<file path="src/rtl/fb_exstage.sv">
`default_nettype none
// ============================================================================
//  Module   : fb_exstage
//  Purpose  : Execute stage of the Firebird pipeline. Consumes the ID/EX
//             register outputs and produces the result, store data and branch
//             decision for EX/MEM. RAW hazards are resolved by forwarding from
//             MEM (highest priority) and WB. Also contains an iterative
//             shift-add multiplier. While a multiply runs, busy freezes
//             IF/ID and ID/EX and bubbles are inserted into EX/MEM.
//  Ports    :
//    clk, rst              clock, synchronous active-high reset
//    flush                 kill the instruction in EX (aborts a multiply)
//    in_valid              ID/EX holds a real instruction
//    alu_op                00 ADD, 01 SUB, 10 AND, 11 OR
//    alu_src               1: operand B is imm
//    alu_res_src           1: result is pc_add_1 (link value)
//    branch                conditional branch, taken when A == B
//    mul_en                instruction is MUL (low XLEN bits of product)
//    pc_add_1, rs1_data, rs2_data, imm           ID/EX operand fields
//    register_rs1, register_rs2                  source register numbers
//    mem_reg_write, mem_rd, mem_alu_res          MEM forward source
//    wb_reg_write, wb_rd, wb_data                WB forward source
//    ex_result, ex_store_data, ex_branch_taken   values for EX/MEM
//    ex_valid              EX/MEM must capture this cycle
//    busy                  stall request (multiply in progress)
//  Revision : 1.0  initial release
// ============================================================================
module fb_exstage #(
    parameter int XLEN       = 32,
    parameter int MUL_CYCLES = 32
) (
    input  logic            clk,
    input  logic            rst,
    input  logic            flush,
    input  logic            in_valid,
    input  logic [1:0]      alu_op,
    input  logic            alu_src,
    input  logic            alu_res_src,
    input  logic            branch,
    input  logic            mul_en,
    input  logic [XLEN-1:0] pc_add_1,
    input  logic [XLEN-1:0] rs1_data,
    input  logic [XLEN-1:0] rs2_data,
    input  logic [XLEN-1:0] imm,
    input  logic [4:0]      register_rs1,
    input  logic [4:0]      register_rs2,
    input  logic            mem_reg_write,
    input  logic [4:0]      mem_rd,
    input  logic [XLEN-1:0] mem_alu_res,
    input  logic            wb_reg_write,
    input  logic [4:0]      wb_rd,
    input  logic [XLEN-1:0] wb_data,
    output logic [XLEN-1:0] ex_result,
    output logic [XLEN-1:0] ex_store_data,
    output logic            ex_branch_taken,
    output logic            ex_valid,
    output logic            busy
);

    localparam logic [1:0] C_OP_ADD = 2'b00;
    localparam logic [1:0] C_OP_SUB = 2'b01;
    localparam logic [1:0] C_OP_AND = 2'b10;
    localparam logic [1:0] C_OP_OR  = 2'b11;

    // Counter value on the final multiplier iteration.
    localparam logic [4:0] C_CNT_LAST = 5'(MUL_CYCLES - 1);

    typedef enum logic [1:0] {
        S_IDLE = 2'd0,
        S_RUN  = 2'd1,
        S_DONE = 2'd2
    } state_t;

    state_t          r_state;
    state_t          w_next_state;
    logic [4:0]      r_cnt;
    logic [XLEN-1:0] r_mcand;
    logic [XLEN-1:0] r_mplier;
    logic [XLEN-1:0] r_prod;

    logic [XLEN-1:0] w_fwd_rs1;
    logic [XLEN-1:0] w_fwd_rs2;
    logic [XLEN-1:0] w_op_a;
    logic [XLEN-1:0] w_op_b;
    logic [XLEN-1:0] w_diff;
    logic [XLEN-1:0] w_alu_res;
    logic            w_mul_start;

    // ------------------------------------------------------------------
    // Forwarding: MEM wins over WB; x0 is never forwarded.
    // ------------------------------------------------------------------
    always_comb begin
        w_fwd_rs1 = rs1_data;
        if (mem_reg_write && (mem_rd != 5'd0) && (mem_rd == register_rs1)) begin
            w_fwd_rs1 = mem_alu_res;
        end else if (wb_reg_write && (wb_rd != 5'd0) && (wb_rd == register_rs1)) begin
            w_fwd_rs1 = wb_data;
        end
    end

    always_comb begin
        w_fwd_rs2 = rs2_data;
        if (mem_reg_write && (mem_rd != 5'd0) && (mem_rd == register_rs2)) begin
            w_fwd_rs2 = mem_alu_res;
        end else if (wb_reg_write && (wb_rd != 5'd0) && (wb_rd == register_rs2)) begin
            w_fwd_rs2 = wb_data;
        end
    end

    assign w_op_a        = w_fwd_rs1;
    assign w_op_b        = alu_src ? imm : w_fwd_rs2;
    assign ex_store_data = w_fwd_rs2;
    assign w_diff        = w_op_a - w_op_b;

    always_comb begin
        w_alu_res = w_op_a + w_op_b;
        case (alu_op)
            C_OP_ADD: w_alu_res = w_op_a + w_op_b;
            C_OP_SUB: w_alu_res = w_diff;
            C_OP_AND: w_alu_res = w_op_a & w_op_b;
            C_OP_OR:  w_alu_res = w_op_a | w_op_b;
            default:  w_alu_res = w_op_a + w_op_b;
        endcase
    end

    assign ex_branch_taken = in_valid & branch & ~flush & (w_diff == '0);

    // ------------------------------------------------------------------
    // Result mux: finished product beats link value beats ALU.
    // ------------------------------------------------------------------
    always_comb begin
        ex_result = w_alu_res;
        if (r_state == S_DONE) begin
            ex_result = r_prod;
        end else if (alu_res_src) begin
            ex_result = pc_add_1;
        end
    end

    // ------------------------------------------------------------------
    // Multiplier control. The stall is raised combinationally in the
    // cycle a MUL first appears so ID/EX holds it while the FSM runs;
    // the DONE cycle releases the stall and presents the product.
    // ------------------------------------------------------------------
    assign w_mul_start = (r_state == S_IDLE) & in_valid & mul_en & ~flush;
    assign busy        = w_mul_start | (r_state == S_RUN);
    assign ex_valid    = in_valid & ~busy & ~flush;

    always_ff @(posedge clk) begin
        if (rst) begin
            r_state <= S_IDLE;
        end else begin
            r_state <= w_next_state;
        end
    end

    always_comb begin
        w_next_state = r_state;
        case (r_state)
            S_IDLE: w_next_state = w_mul_start ? S_RUN : S_IDLE;
            S_RUN: begin
                if (flush) begin
                    w_next_state = S_IDLE;
                end else if (r_cnt == C_CNT_LAST) begin
                    w_next_state = S_DONE;
                end else begin
                    w_next_state = S_RUN;
                end
            end
            S_DONE:  w_next_state = S_IDLE;
            default: w_next_state = S_IDLE;
        endcase
    end

    // Operands are captured once at start; forward-source changes while
    // running cannot disturb the product.
    always_ff @(posedge clk) begin
        if (rst) begin
            r_cnt    <= 5'd0;
            r_mcand  <= '0;
            r_mplier <= '0;
            r_prod   <= '0;
        end else if (w_mul_start) begin
            r_cnt    <= 5'd0;
            r_mcand  <= w_op_a;
            r_mplier <= w_op_b;
            r_prod   <= '0;
        end else if ((r_state == S_RUN) && !flush) begin
            if (r_mplier[0]) begin
                r_prod <= r_prod + r_mcand;
            end
            r_mcand  <= r_mcand << 1;
            r_mplier <= r_mplier >> 1;
            r_cnt    <= r_cnt + 5'd1;
        end
    end

endmodule
`default_nettype wire
</file>
<file path="config.mk">
export PLATFORM = sky130hd
export DESIGN_NAME = fb_exstage
export DESIGN_NICKNAME = d
export VERILOG_FILES = /design/src/rtl/fb_exstage.sv
export SDC_FILE = /design/constraint.sdc
export NUM_CORES = 1
export LEC_CHECK = 0
export CAP_MARGIN = 20
export CORE_MARGIN = 4
export CORE_UTILIZATION = 30
export DETAILED_ROUTE_END_ITERATION = 8
export PLACE_DENSITY = 0.59
export SLEW_MARGIN = 20
export SYNTH_ARGS = -nofsm -noshare
export SYNTH_HDL_FRONTEND = slang
export SYNTH_SLANG_ARGS = --single-unit
</file>
<file path="constraint.sdc">
create_clock -name clk -period 8 [get_ports clk]
set_input_delay 1.2 -clock clk [delete_from_list [all_inputs] [get_ports clk]]
set_output_delay 1.2 -clock clk [all_outputs]
set_load 0.03 [all_outputs]
</file>
=== Yosys cells after proc, flatten, opt, wreduce, memory -nomap -nowiden ===
Cells that the tools add are included.

* Register bits: 103
* Bits of input ports: 224
* Output and inout port bits: 67
* Logic and storage cells: 64

* Add/sub/neg operators: 4
* Equal/unequal tests: 10
* Mux-type cells: 16
* Bitwise operators: 13
* Reductions and logical operators: 16

{| class="wikitable"
|+ Operator list
! operator !! count
|-
| $mux 32 || 11
|-
| $pmux 32 s4 || 1
|-
| $add 32x32->32 || 2
|-
| $and 32x32->32 || 1
|-
| $logic_not 32->1 || 1
|-
| $or 32x32->32 || 1
|-
| $sub 32x32->32 || 1
|-
| $eq 5x5->1 || 4
|-
| $reduce_bool 5->1 || 2
|-
| $and 1x1->1 || 8
|-
| $logic_and 1x1->1 || 7
|-
| $eq 2x2->1 const B || 3
|-
| $add 5x1->5 const B || 1
|-
| $eq 5x5->1 const B || 1
|-
| $eq 2x1->1 const B || 2
|-
| $logic_not 2->1 || 2
|-
| $mux 2 || 2
|-
| $pmux 2 s2 || 1
|-
| $not 1->1 || 2
|-
| $reduce_and 2->1 || 1
|-
| $reduce_bool 2->1 || 1
|-
| $reduce_or 2->1 || 1
|-
| $logic_not 1->1 || 1
|-
| $mux 1 || 1
|-
| $or 1x1->1 || 1
|}

=== Depth between registers and ports, before layout ===
Gate-level depths: netlist (run 1).

* Depth in word-level cells: 10
* Gate-level depth with buffers: 25
* Depth with buffers taken out: 22

=== Least setup slack after synthesis (run 1) ===
No wires, ideal clock.

* Kind: input to output
* Start point: input wb_rd[0]
* End point: output ex_branch_taken
* Arrival time: 7441 ps
* Data required time: 6800 ps
* Slack: -641 ps
* Stages on the path: 24
* Buffers on the path: 3
* Cells stage by stage: buf_6 -> xnor2_1 -> nand4_1 -> nor2_1 -> buf_1 -> buf_1 -> mux2i_1 -> o21ai_0 -> mux2i_1 -> inv_1 -> ha_1 -> fa_1 -> nor2_1 -> o311a_1 -> o211ai_1 -> o21bai_1 -> a2111o_1 -> nand3_1 -> o211ai_1 -> nor4_1 -> o2111ai_1 -> nor4_1 -> nand3_1 -> nor4_1

* Cells in the longest elaborated chain, start to end: 9

{| class="wikitable"
|+ RTL lines
! what !! line !! RTL
|-
| start: declaration || 51 || <nowiki>input logic [4:0] wb_rd,</nowiki>
|-
| $reduce_bool 5->1 || 105 || <nowiki>end else if (wb_reg_write && (wb_rd != 5'd0) && (wb_rd == register_rs2)) begin</nowiki>
|-
| $logic_and 1x1->1 || 105 ||
|-
| $logic_and 1x1->1 * || 105 ||
|-
| $mux 32 * || 105 ||
|-
| $mux 32 * || 103 || <nowiki>if (mem_reg_write && (mem_rd != 5'd0) && (mem_rd == register_rs2)) begin</nowiki>
|-
| net ex_store_data[0] || 54 || <nowiki>output logic [XLEN-1:0] ex_store_data,</nowiki>
|-
| $mux 32 * || 111 || <nowiki>assign w_op_b = alu_src ? imm : w_fwd_rs2;</nowiki>
|-
| $sub 32x32->32 * || 113 || <nowiki>assign w_diff = w_op_a - w_op_b;</nowiki>
|-
| $logic_not 32->1 * || 126 || <nowiki>assign ex_branch_taken = in_valid & branch & ~flush & (w_diff == '0);</nowiki>
|-
| $and 1x1->1 * || 126 ||
|-
| end: declaration || 55 || <nowiki>output logic ex_branch_taken,</nowiki>
|}

Mark *: on every way through the listed nets, which the timed path passes. The rest lies on a longest branch.

=== Worst setup path in the final report (run 1) ===
* Start point: input mem_rd[1]
* End point: output ex_branch_taken

* Cells in the longest elaborated chain, start to end: 8

{| class="wikitable"
|+ RTL lines
! what !! line !! RTL
|-
| start: declaration || 48 || <nowiki>input logic [4:0] mem_rd,</nowiki>
|-
| $reduce_bool 5->1 || 94, 103 ||
|-
| $logic_and 1x1->1 || 94, 103 ||
|-
| $logic_and 1x1->1 || 103 ||
|-
| $mux 32 || 103 ||
|-
| $mux 32 || 111 ||
|-
| $sub 32x32->32 * || 113 ||
|-
| $logic_not 32->1 * || 126 ||
|-
| $and 1x1->1 * || 126 ||
|}

Every way passes the cells marked *; elsewhere a longest branch is shown, timed or not.

==> metrics.txt, run 1 <==
dpl hpwl=49300 um; post-synthesis average cell area=7.06 um^2; global-route wire length before repair=91100 um; worst-case headroom to the max-slew limit=38.0%; post-synth top area share=15.3%; share of final-layout standard cells stronger than drive strength 1=22.4%; Setup Total Neg Slack=0 ns; final instance count without filler cells=3056; clock tree skew after final layout=0.00913 ns; Setup crit start kind=input port; async set-reset flop share out of synthesis=0%; Reg-to-Reg Start=r_mcand[0]; Total Wirelength=61200 um; Max H-tree Level=3; number of global-route vias before repair=16000; Worst Max-Slew Pin Slew=0.907 ns; die boundary width=220 um; Synth Net Count=2268; number of top-level pins=291; count of antenna diodes in the layout=0; Initial DRT Pass Iterations=5; leak pwr=0.00879 uW; area leader, netlist=dfxtp_1; number of placement rows=77; yosys warns=0; via total after detailed routing=16200; Synth-to-Final Area Change=53.9%; Worst setup EP type=output pin; CTS tree=built; Post-synth EDFFs=0; initial cell density of the core=30.4%; Remaining DRCs=0; crit-path max FO=14; Cell Count Post-Placement=3003; number of input and output port buffers inserted=290; highest attainable clock frequency=128 MHz; maxcap violations=0; CP top delay family=simple AND/OR/NAND/NOR gates; antenna violations before repair=0; arrival time at the worst endpoint=6.62 ns; maximum number of pins on one net before global-route repair=88; critical hold path startpoint=r_cnt[4]; clock transition at the registers of the reported paths=0.08 ns; largest cells by area after synthesis=dfxtp_1, ha_1, nand2_1; post-route ant nets=0; clock sink total=103; proportion of synthesized chip area in sequential cells=15.3%; netlist area before placement=13500 um^2; cell with the largest stage delay on the worst path=or4_4; hold violation count in the final report=0; type of the worst setup path=in2out; most used flip-flop cell after synthesis=dfxtp_1; worst hold-check path type=reg2reg; Buf/Inv on CP=8; Hold Worst Slack=0.465 ns; routability congestion estimate from global placement=0.927; post-synth cell types=92; Worst-Skew Late Latency=0.35 ns; full die area=48400 um^2; minimum clock period after layout=7.82 ns; Crit path largest cell delay=0.59 ns; unrepaired setup endpoints after global routing=yes; maximum clock path buffer count=2; synthesized instance count=1907; height of the die=220 um; commonest cells in the netlist=nand2_1, nor2_1, a21oi_1, ha_1, o21ai_0; Inserted Clock Buffers=9; Total Nets Final=2820; post-DR vias/cell=5.29; core region area=44300 um^2; IR Drop Worst-Case VDD=0.0825 mV; aggregate global-route resource usage=23.9%; crit share post-route=97.8%; First DRT Iteration DRCs=989; Seq cells post-synth=103; required time of the worst setup path=6.80 ns; most frequent CP cell=buf_4; power per cell area=122 nW/um^2; most numerous cell in the Yosys netlist=nand2_1; final setup violating endpoints=0; critical path launch point=mem_rd[1]; final slew viol count=0; run status=complete, no violations; total gr overflow=0; clock root buffer master=clkbuf_16; routed length per instance=20.0 um
[tightest hold or removal path, cell delays in order (launching register included)]
cell     delay (ns)
dfxtp_1        0.32
nand2_1        0.05
a21oi_1        0.05
[metal layers]
layer / GRT usage, % / wire length (um)
met3: 2.40 / 3050
met1: 30.2 / 26600
met5: 0 / 0
met2: 42.3 / 29300
met4: 7.79 / 2210
[final cells by class]
cell class	instances	area (um^2)
inverter	113	424
clock inverter	7	65.1
sequential	103	2060
fill	4457	23600
clock buffer	9	225
multi-input combinational	1580	11200
tap	592	741
timing repair buffer	652	6040
[metrics by stage]
step                      worst slack [ns]  power [uW]  cell area [um^2]  utilization, %
after global routing               -0.0464        2660             20700            46.8
after CTS                          -0.0971        2470             20100            45.4
after floorplan                    0.00244        1260             13500               -
after global placement              -0.523        1990             19600            44.1
after detailed placement            -0.600        2000             19600            44.1
final                                0.178        2520             20700            46.8
[worst paths after layout]
check / to / slack (ns) / cells after the start
worst max-delay path: ex_branch_taken / 0.18 / 25
worst min-delay path: r_cnt[4] / 0.46 / 2
worst min register to register: r_cnt[4] / 0.46 / 2
worst max register to register: r_prod[30] / 3.83 / 15
[timing repair]
item	4_1_cts	5_1_grt
buffers inserted	8	29
setup endpoints to repair	9	15
hold endpoints to repair	0	0
cloned	0	1
resized for setup	53	96
pin swaps	18	45
hold buffers	0	0
[sequential cells by signal, summed over array words and instances (netlist names)]
register  cells
r_mplier     32
r_mcand      32
r_prod       32
r_cnt         5
r_state       2
[logic make-up (layout without fill, tap and decap cells)]
logic type	after synthesis	after routing	synth area share (%)
simple gates	695	695	23.3
compound gates	551	551	27.6
buf+inv	224	781	6.33
fa+ha+maj	137	137	12.9
mux	112	112	9.00
flops	103	103	15.3
xor+xnor	85	85	5.53
[layout by cell type, fill, tap and decap left out, drive strengths merged, types with 25 or more instances in the layout]
master,count
a211oi,49
ha,134
nor3,35
clkdlybuf4s50,241
xnor2,65
a21oi,137
nor2,173
and3,36
buf,396
mux2i,102
inv,114
a21o,25
o21ai,126
a311oi,31
dfxtp,103
nand3,33
nand2,304
[power breakdown]
group	total (uW)	switching (uW)	internal (uW)
clock	440	221	219
sequential	541	12.0	529
combinational	1540	792	749
total	2520	1020	1500
(Power assumes the default switching activity.)
==> run 2, diff against run 1 <==
==> constraint.sdc (replaced) <==
create_clock -name clk -period 8 [get_ports clk]
set_input_delay 2.4 -clock clk [delete_from_list [all_inputs] [get_ports clk]]
set_output_delay 2.4 -clock clk [all_outputs]
set_load 0.03 [all_outputs]
==> run 2 against run 1 <==
The run now ends with negative setup slack left; combinational power up 18%; total power up 14%; clock-buffer cell count increased by 3; largest cell class unchanged.
==> metrics.txt, run 2 (synthesis gave the netlist of run 1 again) <==
Inserted Clock Buffers=9; met2 Resource Use GR=43.3%; core region area=44300 um^2; Initial DRT Pass Iterations=5; Setup crit start kind=input port; post-DR vias/cell=5.31; Fill cells=4195; global-route wire length before repair=98700 um; crit share post-route=124%; via total after detailed routing=17200; leak pwr=0.00986 uW; routing usage on met3=4.63%; unrepaired setup endpoints after global routing=yes; type of the worst setup path=in2out; number of top-level pins=291; routed length per instance=20.5 um; most frequent CP cell=buf_6; antenna violations before repair=1; busiest metal layer after global routing=met2; count of antenna diodes in the layout=0; worst-case headroom to the max-slew limit=36.3%; number of global-route vias before repair=16900; registers with the most flip-flops=r_mcand x32, r_mplier x32, r_prod x32; power per cell area=123 nW/um^2; Remaining DRCs=0; most common library cell in the layout ignoring fill and taps=buf_4; Synth-to-Final Area Change=72.9%; maximum number of pins on one net before global-route repair=88; Layout Utilization=52.5%; area used by multi-input combinational logic=12200 um^2; number of input and output port buffers inserted=290; dpl hpwl=53200 um; Worst-Skew Late Latency=0.36 ns; Max H-tree Level=3; met1 global-route usage=36.0%; Worst Max-Slew Pin Slew=0.955 ns; hold violation count in the final report=0; quantity of hold-fixing buffers added after cts=0; Setup Total Neg Slack=-49.29 ns; cell with the largest stage delay on the worst path=or4_4; share of final-layout standard cells stronger than drive strength 1=33.8%; IR Drop Worst-Case VDD=0.124 mV; clock root buffer master=clkbuf_16; First DRT Iteration DRCs=1253; clock sink total=103; required time of the worst setup path=5.60 ns; arrival time at the worst endpoint=7.54 ns; worst hold-check path type=reg2reg; final worst slack=-1.94 ns; height of the die=220 um; routability congestion estimate from global placement=0.954; clock tree skew after final layout=0.0155 ns; aggregate global-route resource usage=26.3%; sequential standard cell area=2060 um^2; post-route ant nets=0; Total Wirelength=66400 um; total gr overflow=0; maxcap violations=0; final slew viol count=0; crit-path max FO=5; minimum clock period after layout=9.94 ns; die boundary width=220 um; failing checks=negative setup slack; CTS tree=built; run status=finished with violations; maximum clock path buffer count=2; full die area=48400 um^2; final setup violating endpoints=33; initial cell density of the core=30.4%; number of placement rows=77; Total Nets Final=3001; Worst setup EP type=output pin; highest attainable clock frequency=101 MHz; Crit path largest cell delay=0.57 ns; highest-count cells in the layout ignoring fill and taps=buf_4, nand2_1, clkdlybuf4s50_1, nor2_1, ha_1; clock transition at the registers of the reported paths=0.07 ns
## run 2: path summary, 6_finish.rpt
path / cells past startpoint / slack (ns) / from / endpoint
max: 27 / -1.94 / wb_rd[4] / ex_branch_taken
min: 2 / 0.47 / r_cnt[4] / r_cnt[4]
max reg2reg: 15 / 3.76 / r_mcand[0] / r_prod[30]
min reg2reg: 2 / 0.47 / r_cnt[4] / r_cnt[4]
## run 2: repair_timing
item                                    4_1_cts  5_1_grt
resized for setup                           250       75
endpoints found under the setup margin       33       33
setup buffers                                70       19
cloned                                        2        0
pin swaps                                   119       67
## run 2: routing by layer
metal  vias to the layer above  part of all wire, %
met1                      8213                   44
met2                       627                   46
met3                        62                  7.8
met5                         -                    0
li1                       8288                    -
met4                         0                  2.0
## run 2: final cells by class
type	instances	area share (%)
repair buffers	833	32.4
clock buffers	12	1.10
multi-input cells	1580	52.4
inverters	113	1.82
clock inverters	4	0.328
well taps	592	3.18
flip-flops and latches	103	8.85
## run 2: through the flow
stage	instances	total power, uW	instance area (um^2)	hold slack, ns	worst slack [ns]
2_1_floorplan	1907	1310	14000	0.441	-1.62
3_3_place_gp	3138	2140	21000	0.446	-2.57
3_5_place_dp	3139	2140	21000	0.459	-2.60
4_1_cts	3220	2790	22800	0.471	-1.90
5_1_grt	3237	3000	23300	0.499	-2.12
6_report	3237	2870	23300	0.472	-1.94
## run 2: where the power goes
part	internal (uW)	switching, uW	total, uW
Clock	293	210	503
Sequential	529	13.2	542
Combinational	913	909	1820
## run 2: critical path: cells and delay by family
family                     cells  cell delay [ns]
buffers and inverters          7             0.96
muxes                          2             0.43
AOI/OAI and AO/OA             10             1.78
and+or+nand+nor                6             1.37
adders and majority gates      2             0.58
==> run 3, diff against run 2 <==
--- a/config.mk
+++ b/config.mk
@@ -8,6 +8,7 @@
 export CAP_MARGIN = 20
 export CORE_MARGIN = 4
 export CORE_UTILIZATION = 30
+export CTS_BUF_LIST = sky130_fd_sc_hd__clkbuf_4
 export DETAILED_ROUTE_END_ITERATION = 8
 export PLACE_DENSITY = 0.59
 export SLEW_MARGIN = 20
==> run 3 against run 2 <==
The run still ends with negative setup slack left; setup slack improved by 0.0022 ns; die area did not move; critical path depth did not move; critical endpoint unchanged; register-to-register slack got worse by 0.03 ns.
==> metrics.txt, run 3 (synthesis gave the netlist of run 1 again) <==
run status=finished with violations; failing checks=negative setup slack; share of final-layout standard cells stronger than drive strength 1=33.4%; crit share post-route=124%; IR Drop Worst-Case VDD=0.104 mV; final slew viol count=0; Worst setup EP type=output pin; highest-count cells in the layout ignoring fill and taps=buf_4, nand2_1, clkdlybuf4s50_1, nor2_1, ha_1; number of placement rows=77; routed length per instance=20.5 um; Crit path largest cell delay=0.57 ns; Worst Max-Slew Pin Slew=0.962 ns; required time of the worst setup path=5.60 ns; Layout Utilization=52.1%; Fill cells=4226; number of top-level pins=291; Remaining DRCs=0; Post-Place Cell Area=21000 um^2; quantity of hold-fixing buffers added after cts=0; Hold Worst Slack=0.480 ns; total gr overflow=0; final setup violating endpoints=33; Worst-Skew Late Latency=0.50 ns; height of the die=220 um; unrepaired setup endpoints after global routing=yes; number of input and output port buffers inserted=290; Setup crit start kind=input port; via total after detailed routing=17100; maxcap violations=0; routability congestion estimate from global placement=0.954; clock transition at the registers of the reported paths=0.15 ns; core region area=44300 um^2; post-route total power=2680 uW; cell with the largest stage delay on the worst path=or4_4; registers with the most flip-flops=r_mcand x32, r_mplier x32, r_prod x32; maximum number of pins on one net before global-route repair=88; crit-path max FO=5; worst-case headroom to the max-slew limit=35.8%; Initial DRT Pass Iterations=6; aggregate global-route resource usage=26.3%; Synth-to-Final Area Change=71.4%; clock tree skew after final layout=0.0302 ns; antenna violations before repair=2; leak pwr=0.00977 uW; Total Wirelength=66400 um; maximum clock path buffer count=2; global-route wire length before repair=98900 um; Total Nets Final=2995; hold violation count in the final report=0; Max H-tree Level=3; type of the worst setup path=in2out; dpl hpwl=53200 um; CTS tree=built; clock sink total=103; full die area=48400 um^2; post-route cell area=23100 um^2; Buf/Inv on CP=7; CP top delay family=compound AO/OA/AOI/OAI gates; minimum clock period after layout=9.94 ns; worst hold-check path type=reg2reg; most common library cell in the layout ignoring fill and taps=buf_4; Inserted Clock Buffers=9; post-DR vias/cell=5.30; power per cell area=116 nW/um^2; most frequent CP cell=buf_6; initial cell density of the core=30.4%; final worst slack=-1.94 ns; First DRT Iteration DRCs=1271; highest attainable clock frequency=101 MHz; arrival time at the worst endpoint=7.54 ns; die boundary width=220 um; number of global-route vias before repair=17000; post-route ant nets=0; clock root buffer master=clkbuf_4
## run 3: cell types whose count changed in the layout (fill, tap and decap cells not counted), moves of 3 or more
cell	before	now
clkbuf_4	0	10
buf_2	11	7
buf_6	34	38
buf_4	501	495
ha_2	5	2
clkbuf_16	9	0
## run 3: worst paths after layout
kind,start,endpoint,slack (ns),cells after the start
worst max-delay path,wb_rd[4],ex_branch_taken,-1.94,27
worst min-delay path,r_cnt[4],r_cnt[4],0.48,2
worst max register to register,r_mcand[0],r_prod[30],3.73,15
worst min register to register,r_cnt[4],r_cnt[4],0.48,2
## run 3: report_power, final
| group | internal, uW | total, uW | switching, uW |
|---|---|---|---|
| Clock | 129 | 318 | 188 |
| Combinational | 910 | 1820 | 908 |
| Sequential | 530 | 543 | 13.1 |
| Total | 1570 | 2680 | 1110 |
## run 3: worst register-to-register path, delay by kind of cell (launching register included)
kind	cells	cell delay, ns
xor gates and xnor gates	1	0.17
AOI/OAI and AO/OA	9	2.95
adders and majority gates	2	0.41
buffers and inverters	1	0.07
and+or+nand+nor	2	0.21
DFF	1	0.40
## run 3: cell type report
class	instances	area, um^2	area share, %
multi-input combinational	1580	12200	52.8
tap	592	741	3.21
inverter	113	424	1.84
antenna	1	2.50	0.0108
clock inverter	6	83.8	0.363
sequential	103	2060	8.93
timing repair buffer	827	7510	32.5
clock buffer	10	75.1	0.325
## run 3: metrics by stage
| stage | worst slack, ns | instances | setup TNS, ns |
|---|---|---|---|
| 3_3_place_gp | -2.57 | 3138 | -60.52 |
| 3_5_place_dp | -2.60 | 3139 | -63.31 |
| 2_1_floorplan | -1.62 | 1907 | -29.67 |
| 4_1_cts | -1.90 | 3220 | -47.97 |
| 6_report | -1.94 | 3232 | -49.65 |
| 5_1_grt | -2.09 | 3232 | -54.13 |
## run 3: repair_timing
action / in CTS / in global routing
endpoints found under the setup margin: 33 / 33
cloned: 2 / 0
buffers inserted: 70 / 12
resized for setup: 250 / 75
pin swaps: 119 / 62
## run 3: layer usage
layer  vias to the layer above  GRT usage [%]  routed length, um
met2                       602           43.2              30300
met1                      8192           36.1              29700
li1                       8286              -                  -
met4                         0           6.45               1500
met5                         -              0                  0
met3                        65           4.15               4830
